## src/rtl/traffic_light_fsm.sv

```systemverilog
// Two-road traffic-light controller with per-phase interval countdown,
// all-red clearance, pedestrian green shortening and night flashing-yellow.
// Road 1 is EW (LR1/LY1/LG1), road 2 is NS (LR2/LY2/LG2).
module traffic_light_fsm #(
  parameter int GREEN_NS = 25,
  parameter int GREEN_EW = 25,
  parameter int YELLOW   = 3,
  parameter int ALLRED   = 1,
  parameter int PED_MIN  = 5,
  parameter int CNT_W    = 6
) (
  input  logic             clk1,
  input  logic             rst_n,
  input  logic             tick,
  input  logic             ped_req,
  input  logic             night,
  output logic             LR1,
  output logic             LY1,
  output logic             LG1,
  output logic             LR2,
  output logic             LY2,
  output logic             LG2,
  output logic [CNT_W-1:0] remain,
  output logic             ped_pending,
  output logic             eLED01,
  output logic             eLED23
);

  typedef enum logic [2:0] {
    NS_GO  = 3'd0,
    NS_YEL = 3'd1,
    CLR_A  = 3'd2,
    EW_GO  = 3'd3,
    EW_YEL = 3'd4,
    CLR_B  = 3'd5,
    FLASH  = 3'd6
  } state_t;

  // Count reload values: a phase of D ticks counts D-1 down to 0.
  localparam logic [CNT_W-1:0] LD_GNS = CNT_W'(GREEN_NS - 1);
  localparam logic [CNT_W-1:0] LD_GEW = CNT_W'(GREEN_EW - 1);
  localparam logic [CNT_W-1:0] LD_Y   = CNT_W'(YELLOW - 1);
  localparam logic [CNT_W-1:0] LD_AR  = CNT_W'(ALLRED - 1);
  localparam logic [CNT_W-1:0] LD_PED = CNT_W'(PED_MIN - 1);
  localparam logic [CNT_W-1:0] ONE    = CNT_W'(1);

  state_t           state, state_n;
  logic [CNT_W-1:0] count, count_n;
  logic             phase, phase_n;
  logic             ped_n;
  logic             eled, eled_n;
  logic             is_green;

  // State, countdown, flash phase, pedestrian latch and display enable.
  always_ff @(posedge clk1 or negedge rst_n) begin
    if (!rst_n) begin
      state       <= NS_GO;
      count       <= LD_GNS;
      phase       <= 1'b0;
      ped_pending <= 1'b0;
      eled        <= 1'b0;
    end else begin
      state       <= state_n;
      count       <= count_n;
      phase       <= phase_n;
      ped_pending <= ped_n;
      eled        <= eled_n;
    end
  end

  assign is_green = (state == NS_GO) || (state == EW_GO);

  // Next-state / countdown. A pending pedestrian shortening load takes
  // priority over a coincident tick; it can never collide with a phase end
  // because it only fires while count > PED_MIN-1 >= 0.
  always_comb begin
    state_n = state;
    count_n = count;
    phase_n = phase;
    ped_n   = ped_pending | ped_req;
    if (state == FLASH) begin
      ped_n   = 1'b0;
      count_n = '0;
      if (tick) begin
        phase_n = ~phase;
        if (!night) begin
          state_n = CLR_B;
          count_n = LD_AR;
        end
      end
    end else if (is_green && ped_pending && (count > LD_PED)) begin
      count_n = LD_PED;
    end else if (tick) begin
      if (count != '0) begin
        count_n = count - ONE;
      end else begin
        unique case (state)
          NS_GO: begin
            state_n = NS_YEL;
            count_n = LD_Y;
          end
          NS_YEL: begin
            state_n = CLR_A;
            count_n = LD_AR;
            ped_n   = 1'b0;
          end
          CLR_A: begin
            if (night) begin
              state_n = FLASH;
              count_n = '0;
              phase_n = 1'b1;
              ped_n   = 1'b0;
            end else begin
              state_n = EW_GO;
              count_n = LD_GEW;
            end
          end
          EW_GO: begin
            state_n = EW_YEL;
            count_n = LD_Y;
          end
          EW_YEL: begin
            state_n = CLR_B;
            count_n = LD_AR;
            ped_n   = 1'b0;
          end
          CLR_B: begin
            if (night) begin
              state_n = FLASH;
              count_n = '0;
              phase_n = 1'b1;
              ped_n   = 1'b0;
            end else begin
              state_n = NS_GO;
              count_n = LD_GNS;
            end
          end
          default: begin
            // Unused encoding: recover to the reset phase.
            state_n = NS_GO;
            count_n = LD_GNS;
            ped_n   = 1'b0;
          end
        endcase
      end
    end
    eled_n = (state_n != FLASH);
  end

  // Lamp decode purely from registered state and flash phase.
  always_comb begin
    LR1 = 1'b0;
    LY1 = 1'b0;
    LG1 = 1'b0;
    LR2 = 1'b0;
    LY2 = 1'b0;
    LG2 = 1'b0;
    unique case (state)
      NS_GO:  begin LG2 = 1'b1; LR1 = 1'b1; end
      NS_YEL: begin LY2 = 1'b1; LR1 = 1'b1; end
      CLR_A:  begin LR1 = 1'b1; LR2 = 1'b1; end
      EW_GO:  begin LG1 = 1'b1; LR2 = 1'b1; end
      EW_YEL: begin LY1 = 1'b1; LR2 = 1'b1; end
      CLR_B:  begin LR1 = 1'b1; LR2 = 1'b1; end
      FLASH:  begin LY1 = phase; LY2 = phase; end
      default: begin LR1 = 1'b1; LR2 = 1'b1; end
    endcase
  end

  assign remain = count;
  assign eLED01 = eled;
  assign eLED23 = eled;

endmodule

```

## config.mk

```make
export PLATFORM = sky130hd
export DESIGN_NAME = traffic_light_fsm
export DESIGN_NICKNAME = d
export VERILOG_FILES = /design/src/rtl/traffic_light_fsm.sv
export SDC_FILE = /design/constraint.sdc
export NUM_CORES = 1
export LEC_CHECK = 0
export CORE_UTILIZATION = 35
export DETAILED_ROUTE_END_ITERATION = 7
export GPL_ROUTABILITY_DRIVEN = 0
export RECOVER_POWER = 100
export SLEW_MARGIN = 5
export SYNTH_ARGS = -nofsm -noshare
export SYNTH_HDL_FRONTEND = slang
export SYNTH_SLANG_ARGS = --single-unit
```

## constraint.sdc

```tcl
create_clock -name clk1 -period 2.18 [get_ports clk1]
set_clock_uncertainty 0.1 [all_clocks]
set_input_delay 0.327 -clock clk1 [delete_from_list [all_inputs] [get_ports clk1]]
set_output_delay 0.327 -clock clk1 [all_outputs]
set_load 0.03 [all_outputs]
```

After elaboration in Yosys (flattened, before gate mapping)

Index checks and enable logic that the tools add are counted.

Register bits after elaboration: 12
Input port bits: 5
Output and inout bits: 15
Word-level logic and storage cells: 68

$add $sub $neg: 1
$lt $le $gt $ge: 1
Equality and inequality tests: 10
Multiplexer cells: 34
Bitwise operators: 2
Reduce and logical (&&, ||, !) cells: 15

Operators with widths:

| cell                | count |
|---|---|
| $mux 3              | 8 |
| $mux 6              | 4 |
| $pmux 3 s6          | 1 |
| $mux 1              | 16 |
| $pmux 5 s3          | 1 |
| $eq 3x3->1 const B  | 3 |
| $eq 3x2->1 const B  | 2 |
| $gt 6x3->1 const B  | 1 |
| $ne 2x2->1 const B  | 3 |
| $pmux 1 s2          | 3 |
| $reduce_and 6->1    | 1 |
| $reduce_bool 2->1   | 3 |
| $reduce_bool 6->1   | 1 |
| $reduce_or 2->1     | 3 |
| $reduce_or 3->1     | 2 |
| $sub 6x1->6 const B | 1 |
| $mux 5              | 1 |
| $eq 3x1->1 const B  | 1 |
| $logic_not 3->1     | 1 |
| $ne 3x3->1 const B  | 1 |
| $reduce_bool 3->1   | 1 |
| $logic_and 1x1->1   | 2 |
| $logic_or 1x1->1    | 1 |
| $not 1->1           | 1 |
| $or 1x1->1          | 1 |

Depth between registers and ports, before layout

Depth in word-level cells: 7
Depth in mapped cells: 6
Gate-level depth less buffers: 6

Worst setup path after synthesis

OpenSTA, ideal clock, no wires.

Path type: flip-flop to flip-flop
Start point: register state[0]
End point: register count[0], in the netlist remain[0]
Setup time: 0.128 ns
Arrival: 1.834 ns
Required time: 1.952 ns
Slack: 0.118 ns
Cell stages (with the launch flop): 6
Clock period less this slack: 2.062 ns
Cells stage by stage: dfrtp_1 -> buf_2 -> nor3_1 -> o211ai_2 -> o211ai_1 -> nor2_1

Cells in the longest elaborated chain, start to end: 7

Ends and longest elaborated chain:

| what                               | line | text |
|---|---|---|
| start, declared                    | 47   | `state_t state, state_n;` |
| start signal, assigned             | 63   | `state <= state_n;` |
| $eq 3x3->1 (tied with other cells) | 97   | `unique case (state)` |
| $reduce_or 2->1 (no source line)   | --   |  |
| $pmux 5 s3                         | 97   |  |
| $mux 6                             | 94   | `if (count != '0) begin` |
| $mux 6                             | 93   | `end else if (tick) begin` |
| $mux 6                             | 91   | `end else if (is_green && ped_pending && (count > LD_PED)) begin` |
| $mux 6                             | 81   | `if (state == FLASH) begin` |
| end signal, assigned               | 64   | `count <= count_n;` |
| end, declared                      | 48   | `logic [CNT_W-1:0] count, count_n;` |

Parallel ways exist; a longest one is shown, timed or not. The select of a mux whose other input is x is not followed.
A chain may end at the register's enable or synchronous reset.

Final worst setup path

Start point: register count[3], in the netlist remain[3]
End point: output remain[3]

RTL lines:

| what          | line | text |
|---|---|---|
| end, declared | 23   | `output logic [CNT_W-1:0] remain,` |

No word-level cell between the ends.

==> flow_metrics.env <==
export IMPL_hold_path_class="input port to asynchronous set/reset pin"
export IMPL_first_pass_iters=4
export IMPL_io_pins=20
export IMPL_antenna_diode_count=0
export IMPL_synth_compound_area_share_pct=26.28
export IMPL_place_ws_ns=0.2149
export IMPL_critPathRequiredTime_ns=1.75
export IMPL_drive_gt1_share_pct=14.07
export IMPL_htreeDepth=1
export IMPL_final_fill_count=276
export IMPL_hold_ws_ns=0.3806
export IMPL_drtIter0Drc=8
export IMPL_synthCells=113
export IMPL_numCtsBuffers=3
export IMPL_vias=918
export IMPL_area_growth_pct=25.23
export IMPL_yosysSeqAreaShare_pct=31.80
export IMPL_max_cap_viol_count=0
export IMPL_path_cells="dlygate4sd3_1"
export IMPL_synth_area_um2=952.2
export IMPL_synth_xor_area_share_pct=0.9198
export IMPL_cp_end_kind="output pin"
export IMPL_dieArea_mm2=0.002933
export IMPL_syn_area_per_cell_um2=8.426
export IMPL_timing_final_ws_setup_ns=0.09789
export IMPL_status="completed"
export IMPL_vdd_drop_max_mv=1.015
export IMPL_synthMuxAreaShare_pct=3.285
export IMPL_ys_warn_count=0
export IMPL_syn_num_nets=120
export IMPL_leakage_nw=0.5201
export IMPL_die_y_um=54.16
export IMPL_cpMaxStageDelayCell="dlygate4sd3_1"
export IMPL_post_synth_num_cell_types=45
export IMPL_finalPower_mw=2.077
export IMPL_grt_max_degree=13
export IMPL_fmax_mhz=480.3
export IMPL_grt_overflow=0
export IMPL_crit_buf_inv=1
export IMPL_worst_setup_path_type="register to output pin"
export IMPL_relSlewSlack_pct=60.03
export IMPL_max_stage_delay_ns=0.76
export IMPL_clk_latency_ns=0.28
export IMPL_worstPathArrival_ns=1.66
export IMPL_grt_pass1_wl_mm=3.753
export IMPL_wl_mm=2.263
export IMPL_nets=143
export IMPL_worst_pin_slew_ns=0.5976
export IMPL_cts_tree="done"
export IMPL_die_w_um=54.16
export IMPL_path_delay_family="buffers and inverters"
export IMPL_wl_met3_um=93
export IMPL_rsz0062_at_grt="no"
export IMPL_route_detailed_drc=0
export IMPL_multi_input_area_um2=566.8
export IMPL_wl_met1_mm=1.087
export IMPL_core_area_mm2=0.002522
export IMPL_cts_sinks=12
export IMPL_root_buffer="clkbuf_4"
export IMPL_synth_adder_area_share_pct=3.679
export IMPL_synth_top_family_by_area="simple AND/OR/NAND/NOR gates"
export IMPL_vias_per_cell=5.564
export IMPL_cts_hold_fix_buffers=0
export IMPL_topRoutingLayerUsed="met4"
export IMPL_gr_usage_all_layers_pct=18.05
export IMPL_synth_edff_count=0
export IMPL_synthSimpleGateAreaFrac_pct=27.33
export IMPL_postRouteAntennaNets=0
export IMPL_hpwl_mm=1.705
export IMPL_p_per_area_mw_per_mm2=1742
export IMPL_slew_violations=0
export IMPL_finalHoldViolations=0
export IMPL_ys_ff_latch=12
export IMPL_wl_per_cell_um=13.72
export IMPL_clkSlewWorstSetupHoldPaths_ns=0.09
export IMPL_async_flop_share_pct=100.0
export IMPL_startpoint_type="register"
export IMPL_dr_wl_met2_mm=1.049
export IMPL_min_period_ns=2.082
export IMPL_path_max_fanout=8
export IMPL_grt_pass1_vias=831
export IMPL_synthFlopType="dfrtp_1"
export IMPL_seq_area_um2=302.8
export IMPL_period_share_pct=95.51
export IMPL_numPortBuffers=19
export IMPL_setup_tns_ns=0
export IMPL_antenna_found_initial=0
export IMPL_setup_viol=0
export IMPL_cts_path_max_buffers=2
export IMPL_rows=18
export IMPL_start_util_pct=37.75
metal layers:
layer / global-route usage (%) / vias up
li1: - / 451
met1: 22.92 / 441
met2: 29.27 / 22
met3: 6.215 / 4
met4: 3.846 / 0
met5: 0 / -
cell type report:
class / count / share of cell area [%]
Clock buffer: 4 / 3.043
Inverter: 8 / 2.518
Multi-Input combinational cell: 86 / 47.53
Sequential cell: 12 / 25.39
Tap cell: 30 / 3.148
Timing Repair Buffer: 25 / 18.36
synth_stat cells (2+ instances only):
cell	instances	share of area, %
nand3_1	4	2.1
o21ai_0	8	4.2
or3_1	2	1.3
ha_1	2	2.6
nand2_1	8	3.2
dfstp_2	2	5.5
o21ai_1	2	1.1
a21o_1	2	1.6
clkbuf_1	3	1.2
a21oi_1	9	4.7
buf_2	3	1.6
nor2_1	9	3.5
dfrtp_1	10	26
mux2i_1	2	2.1
inv_1	8	3.2
o21a_1	2	1.6
nor2b_1	6	3.9
nor4_2	2	2.6
nor3_1	3	1.6
placed cells by master, fill, tap and decap left out, drive strengths merged, types with 2 or more instances in the layout:
cell,count
a21o,2
a21oi,9
buf,6
clkbuf,6
clkdlybuf4s50,3
dfrtp,10
dfstp,2
dlygate4sd2,4
dlygate4sd3,10
ha,2
inv,8
mux2i,2
nand2,8
nand3,4
nor2,10
nor2b,6
nor3,4
nor4,2
o211ai,2
o21a,2
o21ai,11
o221ai,2
or3,2
report_power, final:
part	leakage, nW	internal [mW]	total, mW	switching, mW
registers	0.140	0.338	0.481	0.143
clock network	0.0210	0.102	0.189	0.0878
logic	0.359	0.564	1.41	0.842
metrics by stage:
stage	utilization [%]	instances	area (µm²)
final	47.27	165	1192
after floorplan	-	113	952.2
after CTS	48.26	165	1217
after global placement	47.02	161	1186
after detailed placement	47.02	161	1186
after global routing	47.27	165	1192
logic make-up after synthesis:
group | after synthesis
xor gates and xnor gates | 1
buffers and inverters | 15
AOI/OAI and AO/OA | 36
DFF | 12
and+or+nand+nor | 43
muxes | 3
adders and majority gates | 3
path summary, 6_finish.rpt:
path	from	end	slack, ns	cells past startpoint
max	remain[3]$_DFFE_PN1P_	remain[3]	0.1	1
min	rst_n	remain[1]$_DFFE_PN0P_	0.38	1
min reg2reg	remain[1]$_DFFE_PN0P_	remain[1]$_DFFE_PN0P_	0.49	2
min in group clk1	remain[1]$_DFFE_PN0P_	remain[1]$_DFFE_PN0P_	0.49	2
max reg2reg	remain[0]$_DFFE_PN0P_	state[0]$_DFF_PN0_	0.17	6
max in group asynchronous	rst_n	state[1]$_DFF_PN0_	1.21	1
flip-flops by register name, indices dropped and copies added, names as in the netlist:
register / cells
eLED01: 1
ped_pending: 1
phase: 1
remain: 6
state: 3
what timing repair did:
action                                  CTS  global route
setup buffers                             0             0
endpoints found under the setup margin    4             0
resized for setup                         4             0
Note: power is estimated with default switching activity, not from simulation.
